File: src/rtl/tank_hit_resolver.sv
// tank_hit_resolver
//   Receiving end of the bullet interface for one player's tank. It checks the
//   opponent bullet against this tank and against this player's own bullet. It
//   then returns one-frame kill strobes to the bullets. It also owns the tank's
//   health, armor and post-hit invulnerability. Everything is clocked on the
//   per-frame tick.
//
//   Optional feature macro: HIT_REGEN_EN
//     When defined, health regenerates by +1 after each REGEN_FRAMES quiet frames
//     spent in ALIVE while below MAX_HEALTH. When undefined, health only ever
//     decreases and no regen counter exists.
//
// Parameters
//   MAX_HEALTH     health loaded at reset (1..7)
//   INVULN_FRAMES  frames of invulnerability after a hit (1..255)
//   REGEN_FRAMES   frames per +1 health when HIT_REGEN_EN is defined (1..1023)
//
// Ports
//   frame_clk                      in   frame tick clock
//   Reset_n                        in   asynchronous active-low reset
//   BulletX/BulletY/BulletS        in   opponent bullet centre and half-size
//   bullet_on                      in   opponent bullet in flight
//   OwnBulletX/OwnBulletY/OwnBulletS in this player's bullet centre and half-size
//   own_bullet_on                  in   this player's bullet in flight
//   TankX/TankY/TankS              in   this tank centre and half-size
//   armor_pickup                   in   one-frame pulse, armor collected
//   player_hit                     out  pulse: unarmored tank was hit
//   armor_hit                      out  pulse: armor absorbed a hit
//   bullet_on_bullet_hit           out  pulse: the two bullets collided
//   health                         out  current health
//   armor_on                       out  armor held
//   invuln                         out  tank is invulnerable
//   dead                           out  tank is dead (sticky until reset)

module tank_hit_resolver #(
    parameter int MAX_HEALTH    = 3,
    parameter int INVULN_FRAMES = 60,
    parameter int REGEN_FRAMES  = 600
) (
    input  logic       frame_clk,
    input  logic       Reset_n,
    input  logic [9:0] BulletX,
    input  logic [9:0] BulletY,
    input  logic [9:0] BulletS,
    input  logic       bullet_on,
    input  logic [9:0] OwnBulletX,
    input  logic [9:0] OwnBulletY,
    input  logic [9:0] OwnBulletS,
    input  logic       own_bullet_on,
    input  logic [9:0] TankX,
    input  logic [9:0] TankY,
    input  logic [9:0] TankS,
    input  logic       armor_pickup,
    output logic       player_hit,
    output logic       armor_hit,
    output logic       bullet_on_bullet_hit,
    output logic [2:0] health,
    output logic       armor_on,
    output logic       invuln,
    output logic       dead
);

    typedef enum logic [1:0] {
        ALIVE  = 2'd0,
        INVULN = 2'd1,
        DEAD   = 2'd2
    } state_t;

    localparam logic [2:0] HEALTH_MAX  = 3'(MAX_HEALTH);
    localparam logic [7:0] INVULN_LAST = 8'(INVULN_FRAMES - 1);

    // Elaboration-time guards on the parameter ranges.
    if (MAX_HEALTH < 1 || MAX_HEALTH > 7) begin : g_bad_max_health
        $error("tank_hit_resolver: MAX_HEALTH must be 1..7");
    end
    if (INVULN_FRAMES < 1 || INVULN_FRAMES > 255) begin : g_bad_invuln_frames
        $error("tank_hit_resolver: INVULN_FRAMES must be 1..255");
    end
    if (REGEN_FRAMES < 1 || REGEN_FRAMES > 1023) begin : g_bad_regen_frames
        $error("tank_hit_resolver: REGEN_FRAMES must be 1..1023");
    end

    // Box overlap, edges touching included. The distance is larger minus smaller,
    // so it never goes negative. The half-size sum is widened to 11 bits so two
    // large boxes cannot wrap into a false miss.
    function automatic logic overlap(
        input logic [9:0] ax,
        input logic [9:0] ay,
        input logic [9:0] a_s,
        input logic [9:0] bx,
        input logic [9:0] by,
        input logic [9:0] b_s
    );
        logic [9:0]  dx;
        logic [9:0]  dy;
        logic [10:0] reach;
        dx    = (ax >= bx) ? (ax - bx) : (bx - ax);
        dy    = (ay >= by) ? (ay - by) : (by - ay);
        reach = {1'b0, a_s} + {1'b0, b_s};
        return ({1'b0, dx} <= reach) && ({1'b0, dy} <= reach);
    endfunction

    function automatic logic [2:0] health_dec(input logic [2:0] h);
        return (h == 3'd0) ? 3'd0 : (h - 3'd1);
    endfunction

    // Registered state (p1) and its next value (p0).
    state_t     state_p1,      state_p0;
    logic [2:0] health_p1,     health_p0;
    logic       armor_p1,      armor_p0;
    logic       consumed_p1,   consumed_p0;
    logic [7:0] inv_cnt_p1,    inv_cnt_p0;
    logic       player_hit_p1, player_hit_p0;
    logic       armor_hit_p1,  armor_hit_p0;
    logic       bb_hit_p1,     bb_hit_p0;
`ifdef HIT_REGEN_EN
    localparam logic [9:0] REGEN_LAST = 10'(REGEN_FRAMES - 1);
    logic [9:0] regen_cnt_p1,  regen_cnt_p0;
`endif

    logic tank_ov;
    logic bb_ov;
    logic bb_ev;
    logic tank_ev;

    assign tank_ov = bullet_on &&
                     overlap(BulletX, BulletY, BulletS, TankX, TankY, TankS);
    assign bb_ov   = bullet_on && own_bullet_on &&
                     overlap(BulletX, BulletY, BulletS, OwnBulletX, OwnBulletY, OwnBulletS);

    // One event per shot: a consumed bullet is inert until it leaves flight.
    // A bullet collision outranks a tank hit in the same frame and fires in
    // every state; a tank hit only lands while ALIVE.
    assign bb_ev   = bb_ov && !consumed_p1;
    assign tank_ev = tank_ov && !consumed_p1 && !bb_ov && (state_p1 == ALIVE);

    // ---- stage p0: next-state and strobe evaluation ----
    always_comb begin
        state_p0      = state_p1;
        health_p0     = health_p1;
        armor_p0      = armor_p1;
        consumed_p0   = consumed_p1;
        inv_cnt_p0    = inv_cnt_p1;
        player_hit_p0 = 1'b0;
        armor_hit_p0  = 1'b0;
        bb_hit_p0     = bb_ev;
`ifdef HIT_REGEN_EN
        regen_cnt_p0  = regen_cnt_p1;
`endif

        case (state_p1)
            ALIVE: begin
                if (tank_ev) begin
                    inv_cnt_p0 = 8'd0;
                    if (armor_p1) begin
                        armor_hit_p0 = 1'b1;
                        armor_p0     = 1'b0;
                        state_p0     = INVULN;
                    end else begin
                        player_hit_p0 = 1'b1;
                        health_p0     = health_dec(health_p1);
                        state_p0      = (health_p1 <= 3'd1) ? DEAD : INVULN;
                    end
`ifdef HIT_REGEN_EN
                    regen_cnt_p0 = 10'd0;
                end else if (health_p1 >= HEALTH_MAX) begin
                    regen_cnt_p0 = 10'd0;
                end else if (regen_cnt_p1 == REGEN_LAST) begin
                    regen_cnt_p0 = 10'd0;
                    health_p0    = health_p1 + 3'd1;
                end else begin
                    regen_cnt_p0 = regen_cnt_p1 + 10'd1;
`endif
                end
            end
            INVULN: begin
                // Opponent bullets pass straight through here.
                if (inv_cnt_p1 == INVULN_LAST) begin
                    inv_cnt_p0 = 8'd0;
                    state_p0   = ALIVE;
                end else begin
                    inv_cnt_p0 = inv_cnt_p1 + 8'd1;
                end
            end
            DEAD: begin
                state_p0 = DEAD;
            end
            default: begin
                state_p0 = ALIVE;
            end
        endcase

        // Pickup lands after the hit, so a same-frame hit consumes the old armor
        // and the tank still leaves the frame armored. A dead tank takes none.
        if (armor_pickup && (state_p0 != DEAD)) begin
            armor_p0 = 1'b1;
        end

        if (!bullet_on) begin
            consumed_p0 = 1'b0;
        end else if (bb_ev || tank_ev) begin
            consumed_p0 = 1'b1;
        end
    end

    // ---- stage p1: registered state and strobes ----
    always_ff @(posedge frame_clk or negedge Reset_n) begin
        if (!Reset_n) begin
            state_p1      <= ALIVE;
            health_p1     <= HEALTH_MAX;
            armor_p1      <= 1'b0;
            consumed_p1   <= 1'b0;
            inv_cnt_p1    <= 8'd0;
            player_hit_p1 <= 1'b0;
            armor_hit_p1  <= 1'b0;
            bb_hit_p1     <= 1'b0;
`ifdef HIT_REGEN_EN
            regen_cnt_p1  <= 10'd0;
`endif
        end else begin
            state_p1      <= state_p0;
            health_p1     <= health_p0;
            armor_p1      <= armor_p0;
            consumed_p1   <= consumed_p0;
            inv_cnt_p1    <= inv_cnt_p0;
            player_hit_p1 <= player_hit_p0;
            armor_hit_p1  <= armor_hit_p0;
            bb_hit_p1     <= bb_hit_p0;
`ifdef HIT_REGEN_EN
            regen_cnt_p1  <= regen_cnt_p0;
`endif
        end
    end

    assign player_hit           = player_hit_p1;
    assign armor_hit            = armor_hit_p1;
    assign bullet_on_bullet_hit = bb_hit_p1;
    assign health               = health_p1;
    assign armor_on             = armor_p1;
    assign invuln               = (state_p1 == INVULN);
    assign dead                 = (state_p1 == DEAD);

endmodule

File: config.mk
export PLATFORM = sky130hd
export DESIGN_NAME = tank_hit_resolver
export DESIGN_NICKNAME = d
export VERILOG_FILES = /design/src/rtl/tank_hit_resolver.sv
export SDC_FILE = /design/constraint.sdc
export NUM_CORES = 1
export LEC_CHECK = 0
export BUFFER_PORTS_ARGS = -buffer_cell sky130_fd_sc_hd__buf_2
export CAP_MARGIN = 20
export CORE_ASPECT_RATIO = 1.4
export CORE_MARGIN = 1
export CORE_UTILIZATION = 45
export DETAILED_ROUTE_END_ITERATION = 10
export PLACE_DENSITY = 0.66
export SYNTH_ARGS = -nofsm -noshare
export SYNTH_HDL_FRONTEND = slang
export SYNTH_SLANG_ARGS = --single-unit
File: constraint.sdc
create_clock -name frame_clk -period 3.07 [get_ports frame_clk]
set_clock_uncertainty 0.05 [all_clocks]
set_input_delay 0.7675 -clock frame_clk [delete_from_list [all_inputs] [get_ports frame_clk]]
set_output_delay 0.7675 -clock frame_clk [all_outputs]
set_load 0.01 [all_outputs]
==> impl_metrics.py, run 1 <==
metrics = {
    "placed_design": {
        "port_buffers": 103,
        "gp_congestion": 0.9315,
        "dpl.hpwl_um": 16870,
        "place_area_um2": 8588,
    },
    "timing": {
        "setup_violations": 18,
        "slew_viol_final": 0,
        "min_period_over_period_pct": 163.6,
        "min_period_ps": 5022,
        "rsz0062_at_grt": "true",
        "tightestPinTransition_ps": 480.8,
        "holdWs_ps": 387.7,
        "setup_ws_ps": -1952,
        "max_slew_margin_pct": 67.95,
        "fmax_mhz": 199.1,
        "hold_viol": 0,
    },
    "outcome": {
        "run_status": "finished, violations left",
        "violations": "setup timing",
    },
    "critical_path": {
        "cp_common_cell": "o21ai_1",
        "path_buf_inv": 3,
        "critPathMaxStageDelay_ps": 490,
        "path_cells": "buf_12, inv_12, ha_4, inv_2, fa_2, a21oi_2, o21ai_1, a221o_1, a41oi_4, mux2_4, a2111oi_4, o21bai_1, xor2_1, ha_1, nand4_1, nor2_1, o21ai_1, o211ai_1, a221oi_2, or3_4, or4b_4, a32o_1",
        "crit_arrival_ps": 5110,
        "required_ps": 3160,
        "crit_path_end_kind": "register",
        "critPathMaxFanout": 5,
        "critPathTopFamily": "compound AO/OA/AOI/OAI gates",
        "cp_slowest_cell": "or4b_4",
        "path_class": "in -> reg",
        "cp-start-kind": "primary input",
    },
    "yosys": {
        "ys_seq_elements": 18,
        "synth_cell_types": 63,
        "ys.flop_type": "dfrtp_1",
        "synth_top_area_share_pct": 28.47,
        "synth-edff-count": 0,
        "netlist_area_um2": 6110,
        "syn_nets": 1029,
        "synth_seq_area_share_pct": 7.413,
        "netlist_instances": 785,
        "async_flop_share_pct": 100.0,
        "syn_avg_cell_area_um2": 7.783,
        "ys_warn_count": 0,
        "synth_top_area_cell": "ha_1",
        "ys_top_cells_by_area": "ha_1 (28%), inv_1 (6.6%), dfrtp_1 (6.6%), a21oi_1 (5.7%), a21o_1 (5.3%)",
    },
    "pwr": {
        "p_per_area_nw_per_um2": 334.3,
        "p_leak_uw": 0.004869,
        "peakVddDrop_v": 0.0001949,
    },
    "grt": {
        "grt_pass1_vias": 7052,
        "grt_start_max_net_pins": 19,
        "grt_overflow": 0,
        "grt_pass1_wl_um": 31820,
        "grt_usage_pct": 28.00,
        "antenna_found_initial": 1,
    },
    "floorplanning": {
        "die_x_um": 100.5,
        "rows": 50,
        "core_um2": 13330,
        "dieArea_um2": 14050,
        "die_h_um": 139.9,
        "start_util_pct": 45.85,
        "io_pins": 104,
    },
    "cells_and_area": {
        "fill_cells": 1173,
        "seq_area_um2": 452.9,
        "final_layout_size_suffix_gt1_share_pct": 35.87,
        "nNetsFinal": 1360,
        "area_delta_synth_final_pct": 45.10,
        "final_area_um2": 8865,
        "antenna_cells": 0,
        "multi_input_area_um2": 5338,
    },
    "drt": {
        "routedWlPerCell_um": 15.16,
        "drt_wl_total_um": 19660,
        "vias": 6892,
        "antenna_left": 0,
        "drc_errors": 0,
        "avgViaCountPerCell": 5.314,
        "first_iter_violations": 221,
        "first_pass_iters": 7,
    },
    "clocking": {
        "clkSinkCount": 18,
        "htree_levels": 1,
        "cts_buffers": 3,
        "ctsHoldBuffers": 0,
        "cts.clk_slew.worst_paths_ps": 50,
        "cts_tree": "built",
        "clk_latency_ps": 250,
        "clockBufferDepth": 2,
        "root_buffer": "clkbuf_16",
    },
    "flow_run": {
        "maxCapViolations": 0,
    },
    "hold_path": {
        "hold_path_class": "in -> async",
    },
}
[cells by family (layout without fill, tap and decap cells)]
logic type	count (synthesis)	after routing	share of synthesized area [%]
AOI/OAI and AO/OA	245	245	26.73
and+or+nand+nor	176	176	15.01
adders and majority gates	149	149	31.74
buffers and inverters	125	455	7.884
xor gates and xnor gates	41	41	5.877
muxes	31	31	5.345
DFF	18	18	7.413
[power breakdown]
part	internal [uW]	total, uW	leakage [uW]	switching [uW]
registers	300	374	0.000223	73.9
clock network	199	293	0.0000442	94.9
logic	1160	2300	0.00460	1140
[final timing paths]
kind | from | to | slack (ps) | depth (start not counted)
hold reg to reg | consumed_p1 | bullet_on_bullet_hit | 440 | 1
setup / recovery | BulletY[0] | armor_on | -1950 | 22
min in group frame_clk | consumed_p1 | bullet_on_bullet_hit | 440 | 1
hold / removal | Reset_n | inv_cnt_p1[6] | 390 | 1
setup reg to reg | state_p1[0] | health[2] | 980 | 7
max in group asynchronous | Reset_n | health[1] | 2260 | 1
[repair_timing]
item                                    in CTS  in global routing
gates resized for setup                     30                  7
endpoints found under the setup margin      18                 18
setup buffers                                8                  0
pin swaps                                   16                  6
[layout by cell type (no fill, tap or decap), types with 9 or more instances in the layout]
master and count:
xor2_1 17, inv_1 106, o21bai_1 9, nand2_1 39, ha_1 138, dfrtp_1 16, a21o_1 43, nor2b_1 16
buf_2 102, nor2_1 31, o21ai_0 34, mux2i_1 16, buf_4 238, xnor2_1 24, nand4_1 14, a31oi_1 10
a21oi_1 66, nand3_1 17, nor3_1 18
[sequential cells by signal, summed over array words and instances, names as in the netlist]
register / flops
health: 3
inv_cnt_p1: 8
armor_on: 1
bullet_on_bullet_hit: 1
armor_hit: 1
state_p1: 2
consumed_p1: 1
player_hit: 1
[through the flow]
step / setup WS (ps) / utilization (%) / std cells / setup TNS, ps / total power [uW]
final: -1952 / 66.53 / 1297 / -31910 / 2964
after global routing: -2164 / 66.53 / 1297 / -36230 / 3232
after CTS: -1936 / 66.38 / 1297 / -31530 / 2919
after detailed placement: -2483 / 64.45 / 1285 / -41540 / 2537
after global placement: -2386 / 64.45 / 1285 / -40110 / 2484
after floorplan: -2121 / - / 785 / -32890 / 1695
[cell type report]
type	instances	share of cell area [%]
Inverter	108	4.714
Multi-Input combinational cell	642	60.21
Clock buffer	4	1.002
Sequential cell	18	5.109
Tap cell	182	2.569
Timing Repair Buffer	343	26.39
[synthesized netlist by cell type, types with 10 or more instances]
cell	count
a21o_1	43
a21oi_1	69
a31oi_1	11
clkbuf_1	11
dfrtp_1	16
fa_1	10
ha_1	139
inv_1	108
mux2_2	13
mux2i_1	18
nand2_1	39
nand3_1	17
nand4_1	14
nor2_1	32
nor2b_1	16
nor3_1	19
o21ai_0	42
xnor2_1	24
xor2_1	17
[per-layer routing]
metal	share of wire [%]	track usage, %	vias to the layer above
met4	3.4	9.611	2
li1	-	-	3482
met2	53	54.65	165
met1	40	30.91	3194
met5	0.056	0	-
met3	3.3	2.059	49
(Power assumes the default switching activity.)
==> inputs of run 2 (changes only) <==
- PLACE_DENSITY: 0.66 -> 0.74
==> impl_metrics.py, run 2 (synthesis gave the netlist of run 1 again) <==
metrics = {
    "outcome": {
        "run_status": "finished, violations left",
        "violations": "setup timing",
    },
    "floorplanning": {
        "start_util_pct": 45.85,
        "die_x_um": 100.5,
        "io_pins": 104,
        "dieArea_um2": 14050,
        "core_um2": 13330,
        "die_h_um": 139.9,
        "rows": 50,
    },
    "cells_and_area": {
        "final_common_cell": "buf_4",
        "seq_area_um2": 452.9,
        "final_cells": 1306,
        "fill_cells": 1107,
        "area_delta_synth_final_pct": 47.04,
        "final_layout_size_suffix_gt1_share_pct": 36.83,
        "layout_common_cells": "buf_4 (242), ha_1 (138), inv_1 (105)",
        "multi_input_area_um2": 5361,
        "largest_register_ffs": 8,
        "regMostFlops": "inv_cnt_p1",
        "antenna_cells": 0,
        "nNetsFinal": 1369,
    },
    "grt": {
        "antenna_found_initial": 0,
        "grt_pass1_vias": 7256,
        "grt_usage_pct": 28.56,
        "grt_start_max_net_pins": 19,
        "grt_overflow": 0,
        "grt_pass1_wl_um": 32430,
    },
    "placed_design": {
        "gp_congestion": 0.9455,
        "port_buffers": 103,
        "dpl.hpwl_um": 16750,
        "place_inst": 1287,
    },
    "drt": {
        "vias": 7089,
        "drt_wl_total_um": 19950,
        "avgViaCountPerCell": 5.428,
        "first_pass_iters": 4,
        "drc_errors": 0,
        "antenna_left": 0,
        "routedWlPerCell_um": 15.27,
        "first_iter_violations": 279,
    },
    "clocking": {
        "clkSinkCount": 18,
        "cts.clk_slew.worst_paths_ps": 50,
        "cts_buffers": 3,
        "htree_levels": 1,
        "ctsHoldBuffers": 0,
        "clk_latency_ps": 260,
        "clockBufferDepth": 2,
        "cts_tree": "built",
        "root_buffer": "clkbuf_16",
    },
    "pwr": {
        "p_per_area_nw_per_um2": 337.9,
        "fin_total_pwr_uw": 3035,
        "p_leak_uw": 0.004929,
        "peakVddDrop_v": 0.0002065,
    },
    "timing": {
        "hold_viol": 0,
        "tightestPinTransition_ps": 453.6,
        "setup_violations": 18,
        "setup_ws_ps": -2062,
        "min_period_ps": 5132,
        "rsz0062_at_grt": "true",
        "min_period_over_period_pct": 167.2,
        "slew_viol_final": 0,
        "fmax_mhz": 194.9,
        "max_slew_margin_pct": 69.53,
    },
    "critical_path": {
        "critPathMaxFanout": 5,
        "crit_path_end_kind": "register",
        "crit_arrival_ps": 5220,
        "path_class": "in -> reg",
        "required_ps": 3160,
        "cp-start-kind": "primary input",
    },
    "hold_path": {
        "hold_path_class": "in -> async",
    },
    "flow_run": {
        "maxCapViolations": 0,
    },
}
## run 2: cell types whose count changed in the layout (fill, tap and decap cells not counted), moves of 2 or more
cell,before,now
buf_4,238,242
buf_6,2,6
mux2i_1,16,18
mux2i_2,2,0
o21ai_1,8,6
## run 2: critical path, cell delays in order
cell,delay (ps)
buf_12,110
inv_12,40
ha_4,120
inv_2,40
fa_2,370
a21oi_2,160
o21ai_1,110
a221o_1,360
a41oi_4,270
mux2_4,360
a2111oi_4,280
o21bai_1,110
xor2_1,160
ha_1,310
nand4_1,100
nor2_2,120
o21ai_1,80
o211ai_1,100
a221oi_2,90
or3_4,400
or4b_4,530
a32o_1,250
## run 2: final cells by class
cell class              instances  share of cell area [%]
inverters                     108                   4.652
clock buffers                   4                  0.9889
multi-input cells             642                   59.68
well taps                     182                   2.535
flip-flops and latches         18                   5.042
repair buffers                352                   27.10
## run 2: worst paths after layout
check / start / to / slack (ps) / depth (start not counted)
max reg2reg: state_p1[1] / armor_on / 930 / 6
max: BulletY[0] / armor_on / -2060 / 22
min: Reset_n / inv_cnt_p1[7] / 380 / 1
max in group asynchronous: Reset_n / health[1] / 2270 / 1
min reg2reg: consumed_p1 / bullet_on_bullet_hit / 450 / 1
min in group frame_clk: consumed_p1 / bullet_on_bullet_hit / 450 / 1
## run 2: per-layer routing
metal / global-route usage [%] / up-vias / part of all wire, %
li1: - / 3518 / -
met1: 31.53 / 3294 / 39
met2: 54.69 / 219 / 53
met3: 2.712 / 58 / 4.5
met4: 11.14 / 0 / 4.0
met5: 0 / - / 0
## run 2: power breakdown
group | internal (uW) | leakage (uW) | switching [uW]
Sequential | 300 | 0.000223 | 76.3
Combinational | 1190 | 0.00466 | 1170
Clock | 199 | 0.0000442 | 97.9
Total | 1690 | 0.00493 | 1340
## run 2: timing repair
action / CTS / global route
pin swaps: 19 / 6
endpoints found under the setup margin: 18 / 18
cloned: 0 / 0
setup buffers: 11 / 5
resized for setup: 34 / 13
## run 2: stage by stage
step	TNS, ps	hold WS, ps	cell area (um2)	setup WS (ps)	util (%)
floorplan	-32890	366.9	6187	-2121	-
global placement	-39130	411.9	8616	-2353	64.66
detailed placement	-41690	413.7	8616	-2514	64.66
CTS	-32670	396.2	8904	-1990	66.82
global route	-38060	411.1	8984	-2287	67.42
finish	-33860	382.3	8984	-2062	67.42
